$ cat src/rtl/game_time_display.sv
// Live/lap time display: converts the 0.1 s game count to BCD with a bit-serial
// double-dabble engine and drives four 7-segment digits showing "XXX.X".
module game_time_display #(
    parameter int IN_W          = 10,
    parameter bit BLANK_LEADING = 1'b1,
    parameter bit SEG_ACT_LOW   = 1'b1
) (
    input  logic            CLOCK50M,
    input  logic            KEY0,
    input  logic [IN_W-1:0] counter_in,
    input  logic            counter_update,
    input  logic            write_100m,
    input  logic            show_lap,
    output logic [15:0]     bcd_out,
    output logic [15:0]     lap_bcd,
    output logic            lap_valid,
    output logic            busy,
    output logic            conv_done,
    output logic [6:0]      HEX0,
    output logic [6:0]      HEX1,
    output logic [6:0]      HEX2,
    output logic [6:0]      HEX3
);

    localparam int CW = (IN_W > 1) ? $clog2(IN_W) : 1;

    typedef enum logic [1:0] {IDLE, SHIFT, DONE} state_t;

    state_t          state_q, state_d;
    logic [IN_W-1:0] sr_q, sr_d;
    logic [IN_W-1:0] hold_q, hold_d;
    logic [15:0]     scr_q, scr_d;
    logic [15:0]     bcd_q, bcd_d;
    logic [15:0]     lap_q, lap_d;
    logic [CW-1:0]   cnt_q, cnt_d;
    logic            upd_pend_q, upd_pend_d;
    logic            lap_pend_q, lap_pend_d;
    logic            lap_valid_q, lap_valid_d;
    logic            done_q, done_d;
    logic [3:0][6:0] hex_q, hex_d;

    logic            in_idle, in_shift, in_done;
    logic            start;
    logic [IN_W-1:0] start_val;
    logic [15:0]     adj;
    logic [15:0]     src;
    logic            blank3, blank2;

    function automatic logic [6:0] seg7(input logic [3:0] d, input logic blank);
        logic [6:0] raw;
        case (d)
            4'd0:    raw = 7'h3F;
            4'd1:    raw = 7'h06;
            4'd2:    raw = 7'h5B;
            4'd3:    raw = 7'h4F;
            4'd4:    raw = 7'h66;
            4'd5:    raw = 7'h6D;
            4'd6:    raw = 7'h7D;
            4'd7:    raw = 7'h07;
            4'd8:    raw = 7'h7F;
            4'd9:    raw = 7'h6F;
            default: raw = 7'h00;
        endcase
        if (blank) raw = 7'h00;
        return SEG_ACT_LOW ? ~raw : raw;
    endfunction

    // ---------------- FSM: state register ----------------
    always_ff @(posedge CLOCK50M) begin
        if (KEY0) state_q <= IDLE;
        else      state_q <= state_d;
    end

    // ---------------- FSM: next state ----------------
    always_comb begin
        state_d = state_q;
        case (state_q)
            IDLE:    if (counter_update) state_d = SHIFT;
            SHIFT:   if (cnt_q == '0) state_d = DONE;
            DONE:    state_d = (upd_pend_q || counter_update) ? SHIFT : IDLE;
            default: state_d = IDLE;
        endcase
    end

    // ---------------- FSM: outputs ----------------
    always_comb begin
        in_idle  = (state_q == IDLE);
        in_shift = (state_q == SHIFT);
        in_done  = (state_q == DONE);
        busy     = !in_idle;
    end

    // ---------------- datapath next state ----------------
    always_comb begin
        for (int i = 0; i < 4; i++)
            adj[4*i +: 4] = (scr_q[4*i +: 4] >= 4'd5) ? scr_q[4*i +: 4] + 4'd3 : scr_q[4*i +: 4];

        // In DONE a same-cycle update is newer than anything held
        start     = (in_idle && counter_update) || (in_done && (upd_pend_q || counter_update));
        start_val = (in_done && !counter_update) ? hold_q : counter_in;

        sr_d        = sr_q;
        hold_d      = hold_q;
        scr_d       = scr_q;
        bcd_d       = bcd_q;
        lap_d       = lap_q;
        cnt_d       = cnt_q;
        upd_pend_d  = upd_pend_q;
        lap_pend_d  = lap_pend_q;
        lap_valid_d = lap_valid_q;
        done_d      = 1'b0;

        if (in_shift) begin
            scr_d = {adj[14:0], sr_q[IN_W-1]};
            sr_d  = sr_q << 1;
            if (cnt_q != '0) cnt_d = cnt_q - 1'b1;
            if (counter_update) begin
                upd_pend_d = 1'b1;
                hold_d     = counter_in;
            end
            if (write_100m) lap_pend_d = 1'b1;
        end

        if (in_done) begin
            bcd_d      = scr_q;
            done_d     = 1'b1;
            upd_pend_d = 1'b0;
            if (lap_pend_q || (write_100m && !counter_update)) begin
                lap_d       = scr_q;
                lap_valid_d = 1'b1;
            end
            lap_pend_d = write_100m && counter_update;
        end

        if (in_idle && write_100m) begin
            if (counter_update) begin
                lap_pend_d = 1'b1;
            end else begin
                lap_d       = bcd_q;
                lap_valid_d = 1'b1;
            end
        end

        if (start) begin
            sr_d  = start_val;
            scr_d = '0;
            cnt_d = CW'(IN_W - 1);
        end
    end

    // ---------------- display source and decode ----------------
    always_comb begin
        src    = (show_lap && lap_valid_q) ? lap_q : bcd_q;
        blank3 = BLANK_LEADING && (src[15:12] == 4'd0);
        blank2 = blank3 && (src[11:8] == 4'd0);
        hex_d[3] = seg7(src[15:12], blank3);
        hex_d[2] = seg7(src[11:8],  blank2);
        hex_d[1] = seg7(src[7:4],   1'b0);
        hex_d[0] = seg7(src[3:0],   1'b0);
    end

    // ---------------- datapath registers ----------------
    always_ff @(posedge CLOCK50M) begin
        if (KEY0) begin
            sr_q        <= '0;
            hold_q      <= '0;
            scr_q       <= '0;
            bcd_q       <= '0;
            lap_q       <= '0;
            cnt_q       <= '0;
            upd_pend_q  <= 1'b0;
            lap_pend_q  <= 1'b0;
            lap_valid_q <= 1'b0;
            done_q      <= 1'b0;
            hex_q       <= {seg7(4'd0, BLANK_LEADING), seg7(4'd0, BLANK_LEADING),
                            seg7(4'd0, 1'b0), seg7(4'd0, 1'b0)};
        end else begin
            sr_q        <= sr_d;
            hold_q      <= hold_d;
            scr_q       <= scr_d;
            bcd_q       <= bcd_d;
            lap_q       <= lap_d;
            cnt_q       <= cnt_d;
            upd_pend_q  <= upd_pend_d;
            lap_pend_q  <= lap_pend_d;
            lap_valid_q <= lap_valid_d;
            done_q      <= done_d;
            hex_q       <= hex_d;
        end
    end

    assign bcd_out   = bcd_q;
    assign lap_bcd   = lap_q;
    assign lap_valid = lap_valid_q;
    assign conv_done = done_q;
    assign HEX0      = hex_q[0];
    assign HEX1      = hex_q[1];
    assign HEX2      = hex_q[2];
    assign HEX3      = hex_q[3];

endmodule
$ cat config.mk
export PLATFORM = sky130hd
export DESIGN_NAME = game_time_display
export DESIGN_NICKNAME = d
export VERILOG_FILES = /design/src/rtl/game_time_display.sv
export SDC_FILE = /design/constraint.sdc
export NUM_CORES = 1
export LEC_CHECK = 0
export ABC_AREA = 1
export CORE_ASPECT_RATIO = 0.5
export CORE_MARGIN = 1.5
export CORE_UTILIZATION = 59
export CTS_CLUSTER_SIZE = 30
export DETAILED_ROUTE_END_ITERATION = 10
export PLACE_DENSITY = 0.95
export SETUP_SLACK_MARGIN = 0.2
export SLEW_MARGIN = 20
export SYNTH_ARGS = -nofsm -noshare
export SYNTH_HDL_FRONTEND = slang
export SYNTH_SLANG_ARGS = --single-unit
export TNS_END_PERCENT = 50
$ cat constraint.sdc
create_clock -name CLOCK50M -period 4.16 [get_ports CLOCK50M]
set_input_delay 0.624 -clock CLOCK50M [delete_from_list [all_inputs] [get_ports CLOCK50M]]
set_output_delay 0.624 -clock CLOCK50M [all_outputs]
set_load 0.1 [all_outputs]
==> flow_summary.yaml <==
sta:
  min_period_over_period: 0.789
  skew_ps: 6.43
  period_minus_slack_ps: 3280
  slew_viol_final: 0
  clock.fmax_mhz: 305
  setup_tns_ps: 0
  rsz0062_at_grt: "false"
  setup_viol: 0
  maxSlewHeadroom: 0.340
  worst_pin_slew_ps: 987
  hold_violations: 0
  worst_hold_slack_ps: 453
global_route:
  overflow: 0
  grt_max_degree: 46
  antenna_found_initial: 0
  grtUsageTotal: 0.282
  grt_pass1_vias: 4632
  grt_first_pass_wirelength_mm: 21.5
run:
  drv_cap: 0
synthesis:
  ys.flop_type: "dfxtp_1"
  yosys_warnings: 0
  mappedNetlistArea_um2: 5330
  ys_seq_area_frac: 0.398
  synth_top_cell_by_area: "dfxtp_1"
  postSynthAreaPerCell_um2: 6.93
  yosysUniqueCellTypes: 24
  synth.most_common_cell: "nand2_1"
  ys_top_cells_by_area: "dfxtp_1, nand3_1, nand2_1"
  syn_inst: 769
  yosys-top-cells-count: "nand2_1, nand3_1, inv_1, dfxtp_1, a21oi_1"
  ys_async_sr_fraction: 0
  ys_ff_latch: 106
  synth_edf_count: 0
  syn_nets: 813
  synth_top_area_frac: 0.398
setup_path:
  slowest_stage: "clkdlybuf4s50_1"
  crit_path_start_kind: "primary input"
  path_max_fanout: 22
  required_ps: 4380
  end_kind: "register"
  path_delay_family: "simple AND/OR/NAND/NOR gates"
  r2r_slack_ps: 1240
  critPathBufInv: 2
  cp.arrival_ps: 3500
  slowest_delay_ps: 740
  path_cells: "clkdlybuf4s50_1 > nand2_1 > o21ai_0 > inv_1 > ha_1 > nand3_1 > nor2_1 > nor2_1 > nand3_1"
  critical_path_class: "primary input to register"
cells_and_area:
  regArea_um2: 2120
  area_growth_pct: 19.8
  antenna_cells: 0
  multi_input_area_um2: 2640
  nNetsFinal: 873
  fillers: 671
  drive_gt1_frac: 0.0457
power_and_ir_drop:
  p_leak_nw: 2.88
  ir_drop_v: 0.000243
  p_per_area_nw_per_um2: 376
floorplanning:
  fp.dieH_um: 70.2
  num_rows: 24
  floorplan.initialDensity: 0.610
  die_w_um: 137
  dieArea_um2: 9650
  core_um2: 8740
  ios: 78
cts:
  clock_sinks: 106
  cts_made_buffers: 9
  cts_setup_buffers: 0
  cts_hold_buf: 0
  clock_latency_ps: 360
  h-tree-depth: 3
  clockBufferDepth: 2
  ctsResizeCount: 0
  clkSlewWorstSetupHoldPaths_ps: 60
  cts_tree: "yes"
  clock-root-buffer: "clkbuf_16"
status:
  outcome: "finished, final reports clean"
route:
  antenna_left: 0
  post_drt_via_cell_ratio: 5.47
  drt-initial-drc-count: 420
  wirelength_mm: 13.0
  post_drt_wl_per_cell_um: 13.8
  drt_pass1_iterations: 5
  vias: 5189
  drc: 0
placed_design:
  io_buffers: 77
  gp_congestion: 0.849
  place_hpwl_mm: 9.24
worst_hold_path:
  hp-class: "register to register"
layout by cell type, fill, tap and decap left out:
cell type and instances:
clkinv_1 1, clkbuf_8 2, nand3_1 144, inv_2 5
nand4_1 23, o21ai_1 1, nand3_2 2, inv_1 109
buf_4 2, clkbuf_16 9, nand2_2 5, nor2_1 25
o22ai_1 8, clkdlybuf4s50_1 77, a21oi_1 51, nor2_2 3
clkbuf_1 2, nor2_4 1, nand2_1 181, nand3b_1 3
o21ai_0 31, a31oi_1 2, or2_2 9, ha_1 29
dfxtp_1 106
worst reg2reg max path, stage by stage, from the launching register on:
cell and delay [ps]:
dfxtp_1 620, nand2_1 490, o21ai_0 640, inv_1 180, ha_1 220, nand3_1 120
nor2_1 80, nor2_1 310, nand3_1 120
stage by stage:
step           worst slack (ps)   util  std cells  power [mW]  area (µm²)
3_5_place_dp                586  0.701        935        1.63        6120
5_1_grt                     478  0.731        948        2.49        6380
6_report                    877  0.731        948        2.40        6380
3_3_place_gp                789  0.701        935        1.62        6120
4_1_cts                     917  0.731        948        2.40        6380
2_1_floorplan              1380      -        769        1.51        5330
final timing paths:
path / endpoint / startpoint / cells after the start
max: HEX3[5]$_SDFF_PP1_ / show_lap / 9
min: hold_q[5]$_SDFFE_PP0P_ / hold_q[5]$_SDFFE_PP0P_ / 2
max reg2reg: HEX3[5]$_SDFF_PP1_ / lap_valid$_SDFF_PP0_ / 8
min reg2reg: hold_q[5]$_SDFFE_PP0P_ / hold_q[5]$_SDFFE_PP0P_ / 2
logic make-up after synthesis:
kind of cell | after synthesis | share of synthesized area
DFF | 106 | 0.398
adders and majority gates | 29 | 0.0681
AOI/OAI and AO/OA | 93 | 0.0897
buffers and inverters | 145 | 0.107
and+or+nand+nor | 396 | 0.337
layer usage:
metal	up-vias	GRT usage	wire length (µm)
li1	2614	-	-
met1	2338	0.357	5700
met2	203	0.454	6060
met3	34	0.0835	982
met4	0	0.103	297
met5	-	0	0
registers in the layout, indices dropped and copies added (netlist names):
register	count
scr_q	16
bcd_out	16
HEX0	7
conv_done	1
hold_q	10
state_q	2
cnt_q	4
HEX2	7
lap_valid	1
sr_q	10
HEX1	7
HEX3	7
upd_pend_q	1
lap_bcd	16
lap_pend_q	1
power by group:
part	switching, mW	leakage (nW)	internal [mW]
logic	0.382	1.89	0.132
clock network	0.355	0.128	0.429
registers	0.0359	0.863	1.07
total	0.773	2.88	1.63
area by class of cell:
cell class / instances / area share
Inverter: 115 / 0.0676
Clock buffer: 13 / 0.0408
Tap cell: 117 / 0.0229
Sequential cell: 106 / 0.332
Multi-Input combinational cell: 518 / 0.413
Timing Repair Buffer: 79 / 0.123
Power figures use the tool's default switching activity.
